<file path="config.mk">
export PLATFORM = sky130hd
export DESIGN_NAME = aes_spi_frame_if
export DESIGN_NICKNAME = d
export VERILOG_FILES = /design/src/rtl/aes_spi_frame_if.sv
export SDC_FILE = /design/constraint.sdc
export NUM_CORES = 2
export LEC_CHECK = 0
export CAP_MARGIN = 20
export CORE_MARGIN = 3
export CORE_UTILIZATION = 25
export DETAILED_ROUTE_END_ITERATION = 10
export PLACE_DENSITY = 0.53
export SLEW_MARGIN = 20
export SYNTH_ARGS = -nofsm -noshare
export SYNTH_HDL_FRONTEND = slang
export SYNTH_SLANG_ARGS = --single-unit
</file>
<file path="constraint.sdc">
create_clock -name clk -period 2.1 [get_ports clk]
set_input_delay 0.21 -clock clk [delete_from_list [all_inputs] [get_ports clk]]
set_output_delay 0.21 -clock clk [all_outputs]
set_load 0.02 [all_outputs]
</file>
<file path="src/rtl/aes_spi_frame_if.sv">
// SPI-slave framing front-end for an AES core: collects key and data frames,
// launches the core, and streams the 128-bit result back during a read frame.
module aes_spi_frame_if #(
  parameter int KEY_FRAME_BITS = 258,
  parameter int BLK_BITS       = 128
) (
  input  logic                      clk,
  input  logic                      rst_n,
  input  logic                      cs,
  input  logic                      sdi,
  output logic                      sdo,
  output logic [1:0]                key_mode,
  output logic [KEY_FRAME_BITS-3:0] key,
  output logic                      key_valid,
  output logic [BLK_BITS-1:0]       block_out,
  output logic                      core_start,
  input  logic                      core_done,
  input  logic [BLK_BITS-1:0]       core_result,
  output logic                      busy,
  output logic                      frame_err
);

  localparam logic [8:0] KEY_LEN = 9'(KEY_FRAME_BITS);
  localparam logic [8:0] BLK_LEN = 9'(BLK_BITS);

  typedef enum logic [1:0] {WAIT_KEY, WAIT_MSG, BUSY, RESULT} state_t;

  state_t                    state;
  logic                      cs_q;
  logic [8:0]                bit_cnt;
  logic [KEY_FRAME_BITS-1:0] in_sr;
  logic [BLK_BITS-1:0]       res_q;
  logic [BLK_BITS-1:0]       out_sr;
  logic                      start_pend;
  logic                      err_pend;

  logic eof;
  logic key_legal;
  logic blk_frame;

  assign eof       = cs && !cs_q;
  assign key_legal = (bit_cnt == KEY_LEN) &&
                     (in_sr[KEY_FRAME_BITS-1:KEY_FRAME_BITS-2] != 2'b11);
  assign blk_frame = (bit_cnt == BLK_LEN);

  // Read data must be on the wire in the very first cs-low cycle, so sdo is
  // gated combinationally by cs rather than registered.
  assign sdo = (state == RESULT) && !cs && out_sr[BLK_BITS-1];

  // Frame decisions are made on the end-of-frame edge; the resulting
  // core_start/frame_err pulses are staged one edge later via *_pend.
  always_ff @(posedge clk) begin
    if (!rst_n) begin
      state      <= WAIT_KEY;
      cs_q       <= 1'b1;
      bit_cnt    <= '0;
      in_sr      <= '0;
      res_q      <= '0;
      out_sr     <= '0;
      start_pend <= 1'b0;
      err_pend   <= 1'b0;
      core_start <= 1'b0;
      frame_err  <= 1'b0;
      busy       <= 1'b0;
      key_valid  <= 1'b0;
      key_mode   <= '0;
      key        <= '0;
      block_out  <= '0;
    end else begin
      cs_q       <= cs;
      start_pend <= 1'b0;
      err_pend   <= 1'b0;
      core_start <= start_pend;
      frame_err  <= err_pend;
      busy       <= (state == BUSY);

      if (!cs) begin
        in_sr <= {in_sr[KEY_FRAME_BITS-2:0], sdi};
        if (cs_q) begin
          bit_cnt <= 9'd1;
        end else if (bit_cnt != 9'h1ff) begin
          bit_cnt <= bit_cnt + 9'd1;
        end
      end

      if (state == RESULT && !cs) begin
        out_sr <= {out_sr[BLK_BITS-2:0], 1'b0};
      end

      case (state)
        WAIT_KEY: begin
          if (eof) begin
            if (key_legal) begin
              key_mode  <= in_sr[KEY_FRAME_BITS-1:KEY_FRAME_BITS-2];
              key       <= in_sr[KEY_FRAME_BITS-3:0];
              key_valid <= 1'b1;
              state     <= WAIT_MSG;
            end else begin
              err_pend <= 1'b1;
            end
          end
        end

        WAIT_MSG: begin
          if (eof) begin
            if (blk_frame) begin
              block_out  <= in_sr[BLK_BITS-1:0];
              start_pend <= 1'b1;
              state      <= BUSY;
            end else if (key_legal) begin
              key_mode  <= in_sr[KEY_FRAME_BITS-1:KEY_FRAME_BITS-2];
              key       <= in_sr[KEY_FRAME_BITS-3:0];
              key_valid <= 1'b1;
            end else begin
              err_pend <= 1'b1;
            end
          end
        end

        BUSY: begin
          if (eof) begin
            err_pend <= 1'b1;
          end
          if (core_done) begin
            res_q  <= core_result;
            out_sr <= core_result;
            state  <= RESULT;
          end
        end

        RESULT: begin
          if (eof) begin
            if (blk_frame) begin
              state <= WAIT_MSG;
            end else if (key_legal) begin
              key_mode  <= in_sr[KEY_FRAME_BITS-1:KEY_FRAME_BITS-2];
              key       <= in_sr[KEY_FRAME_BITS-3:0];
              key_valid <= 1'b1;
              res_q     <= '0;
              out_sr    <= '0;
              state     <= WAIT_MSG;
            end else begin
              // Short/long read: rewind so the master can simply retry.
              err_pend <= 1'b1;
              out_sr   <= res_q;
            end
          end
        end

        default: state <= WAIT_KEY;
      endcase
    end
  end

endmodule

</file>
==> impl_metrics.csv <==
group,metric,value,unit
status,run_status,"complete, no violations",
die,initial_core_utilization,0.253,
critical_path,critical_path_depth,1,
die,top_level_ports,524,
global_route,grt_max_degree,123,
sta,tightest_slew,1.18,ns
critical_path,timing.critical_path.fanout_max,2,
final_layout,finalCoreUtilization,0.342,
die,dieWidth,380,um
critical_path,arrival,1.80,ns
synth,ys_async_sr_fraction,0,
placed_design,buffer_ports.inserted,523,
critical_path,crit_chain,"clkdlybuf4s50_1",
synth,synth.yosys.seq_area_share,0.527,
placed_design,place.gp.congestion,0.780,
sta,final_min_period_over_clock_period,0.959,
clocking,clock_tree_from_tritoncts,"done",
route,drt_first_iter_violations,2260,
sta,fmax,496,MHz
global_route,global_route.usage.total,0.153,
synth,synth-edff-count,0,
synth,area_of_the_mapped_netlist,34900,um^2
sta,final-max-slew-violation-count,0,
critical_path,critPathMaxStageDelay,0.78,ns
global_route,first_global_vias,28900,
synth,synthFlopType,"sky130_fd_sc_hd__dfxtp_1",
route,routed_wire_length_per_instance,18.7,um
critical_path,setup.worst_path.start_class,"flop",
synth,synth_cell_types,45,
clocking,htree_levels,3,
synth,post_synth_most_frequent_cells,"sky130_fd_sc_hd__dfxtp_1 (918), sky130_fd_sc_hd__o21ai_0 (519), sky130_fd_sc_hd__nand3_1 (419)",
critical_path,regToRegStartpoint,"bit_cnt[0]",
clocking,clock_path_buffers,3,
critical_path,worst_r2r_endpoint,"block_out[91]",
clocking,clk_latency,0.71,ns
global_route,grt.overflow.total,0,
critical_path,critPathSlowestCell,"sky130_fd_sc_hd__clkdlybuf4s50_1",
die,placementRows,136,
synth,ranking_of_synthesized_cells_by_area,"sky130_fd_sc_hd__dfxtp_1 (53%), sky130_fd_sc_hd__mux2i_1 (8.2%), sky130_fd_sc_hd__o21ai_0 (7.4%), sky130_fd_sc_hd__nand3_1 (6.0%), sky130_fd_sc_hd__a21oi_1 (5.6%)",
route,drt_pass1_iterations,7,
global_route,first_pass_grt_wire_length,177000,um
power_and_ir_drop,leakagePower,17.1,nW
die,floorplan.die_area,144000,um^2
synth,ys_warn_count,0,
clocking,path_clk_slew,0.06,ns
synth,postSynthAreaPerCell,9.01,um^2
sta,setup_viol_count_final,0,
sta,finClkSkew,0.0288,ns
final_layout,drive_gt1_frac,0.111,
worst_hold_path,hold_path_class,"input pin to flop",
synth,postSynthCellCount,3874,
sta,holdWs,0.0922,ns
critical_path,worstPathBufferInverterCount,1,
clocking,ctsRootBufferMaster,"sky130_fd_sc_hd__clkbuf_16",
synth,yosysTopAreaCell,"sky130_fd_sc_hd__dfxtp_1",
sta,grt_setup_unrepaired,"yes",
global_route,grt_antenna_before_repair,13,
sta,timing.slew.headroom,0.211,
critical_path,worst-endpoint-required,1.89,ns
route,wirelength_routed,117000,um
route,drt.antenna.violating_nets,0,
synth,syn_nets,4011,
placed_design,place_hpwl,74800,um
die,floorplan.die.height,380,um
critical_path,critPathKind,"flop to output port",
synth,synthMostInstantiatedCell,"sky130_fd_sc_hd__dfxtp_1",
sta,hold_viol_final,0,
die,design.core.area,138000,um^2
sta,fin_setup_tns,0,ns
critical_path,setup.worst_path.end,"key[9]",
power_and_ir_drop,power_density,778,nW/um^2
clocking,cts_num_sinks,918,
synth,synthDominantCellAreaShare,0.527,
final_layout,area_growth,35.1,%
critical_path,crit_path_start,"key[9]",
route,viasPerCell,4.82,
critical_path,reg2reg_slack,0.09,ns
clocking,cts_made_buffers,102,
critical_path,top_family_by_delay_on_critical_path,"buffers and inverters",
synth,ys_seq_elements,918,
power_and_ir_drop,vdd_drop_max,0.000566,V
route,vias,30200,
sta,post-route-min-period,2.01,ns
critical_path,worstSetupEndpointType,"output port",
critical_path,worst-r2r-cell-count,10,
route,drc_errors,0,
job,max_cap_viols,0,
final_layout,final_net_count,4444,
## power breakdown
group	internal [mW]	leakage (nW)	total, mW	switching (mW)
Sequential	17.4	7.39	17.4	0.00748
Combinational	0.446	7.99	0.986	0.540
Clock	10.6	1.70	18.3	7.69
## final cells by class
cell class	count	area [um^2]
well taps	1863	2330
fillers	14200	90800
inverters	7	36.3
clock buffers	145	2930
repair buffers	717	7890
flip-flops and latches	918	18400
clock inverters	45	522
multi-input cells	2561	15000
diodes	7	17.5
## placed cells by master, fill, tap and decap left out, drive strengths merged, types with 2 or more instances in the layout
cell type / n
nand2: 333
a211oi: 4
dfxtp: 918
a21o: 3
nor4: 4
nor3: 6
clkinvlp: 3
o21ai: 523
nor2b: 4
nor2: 269
and2: 2
o221ai: 97
o22ai: 27
mux2i: 287
o211ai: 4
ha: 4
dlygate4sd3: 2
nand2b: 3
and4: 2
inv: 12
xnor2: 6
a22o: 29
a21oi: 393
mux2: 98
clkbuf: 154
buf: 186
and3: 3
bufinv: 6
o211a: 29
diode: 7
nand3: 419
clkdlybuf4s50: 520
nand4: 3
clkinv: 31
## how the worst min path moves through the flow
stage                    start        end  slack (ns)  depth (start not counted)
2_1_floorplan   core_result[0]   res_q[0]        0.32                          2
3_3_place_gp          err_pend  frame_err        0.44                          1
3_5_place_dp          err_pend  frame_err        0.44                          1
4_1_cts        core_result[27]  res_q[27]       0.006                          3
5_1_grt        core_result[27]  res_q[27]        0.04                          3
6_report       core_result[46]  res_q[46]        0.09                          3
## routing by layer
layer / up-vias / global-route usage / routed length (um)
met2: 823 / 0.233 / 52300
li1: 14600 / - / -
met3: 156 / 0.0378 / 7070
met1: 14600 / 0.212 / 55000
met4: 6 / 0.0457 / 3010
met5: - / 0 / 42
## registers in the layout (all words and copies together), names as in the netlist
signal      cells
bit_cnt         9
block_out     128
busy            1
core_start      1
cs_q            1
err_pend        1
frame_err       1
in_sr         258
key           256
key_mode        2
key_valid       1
out_sr        128
res_q         128
start_pend      1
state           2
## per-stage QoR
| step | area (um^2) | std cells | setup slack (ns) | power [mW] |
|---|---|---|---|---|
| 4_1_cts | 46800 | 6245 | 0.00388 | 37.2 |
| 5_1_grt | 47100 | 6259 | -0.0126 | 37.9 |
| 3_5_place_dp | 43300 | 6051 | -0.0267 | 18.8 |
| 3_3_place_gp | 43300 | 6051 | -0.0349 | 18.8 |
| 6_report | 47200 | 6263 | 0.0853 | 36.7 |
| 2_1_floorplan | 34900 | 3874 | 0.0136 | 18.3 |
## cells by family (layout without fill, tap and decap cells)
group	count (synthesis)	count (layout)	share of synthesized area
AOI/OAI and AO/OA	1111	1111	0.179
xor gates and xnor gates	6	6	0.00151
adders and majority gates	4	4	0.00143
buffers and inverters	395	914	0.0456
DFF	918	918	0.527
muxes	385	385	0.114
other	0	7	0
and+or+nand+nor	1055	1055	0.132
## timing repair
item | CTS | global route
gates resized for setup | 8 | 36
setup buffers | 2 | 3
pin swaps | 2 | 3
setup endpoints to repair | 79 | 355
hold buffers | 2 | 0
gates cloned | 0 | 8
hold endpoints to repair | 16 | 0
No activity file was read; power rests on OpenSTA's default activity.
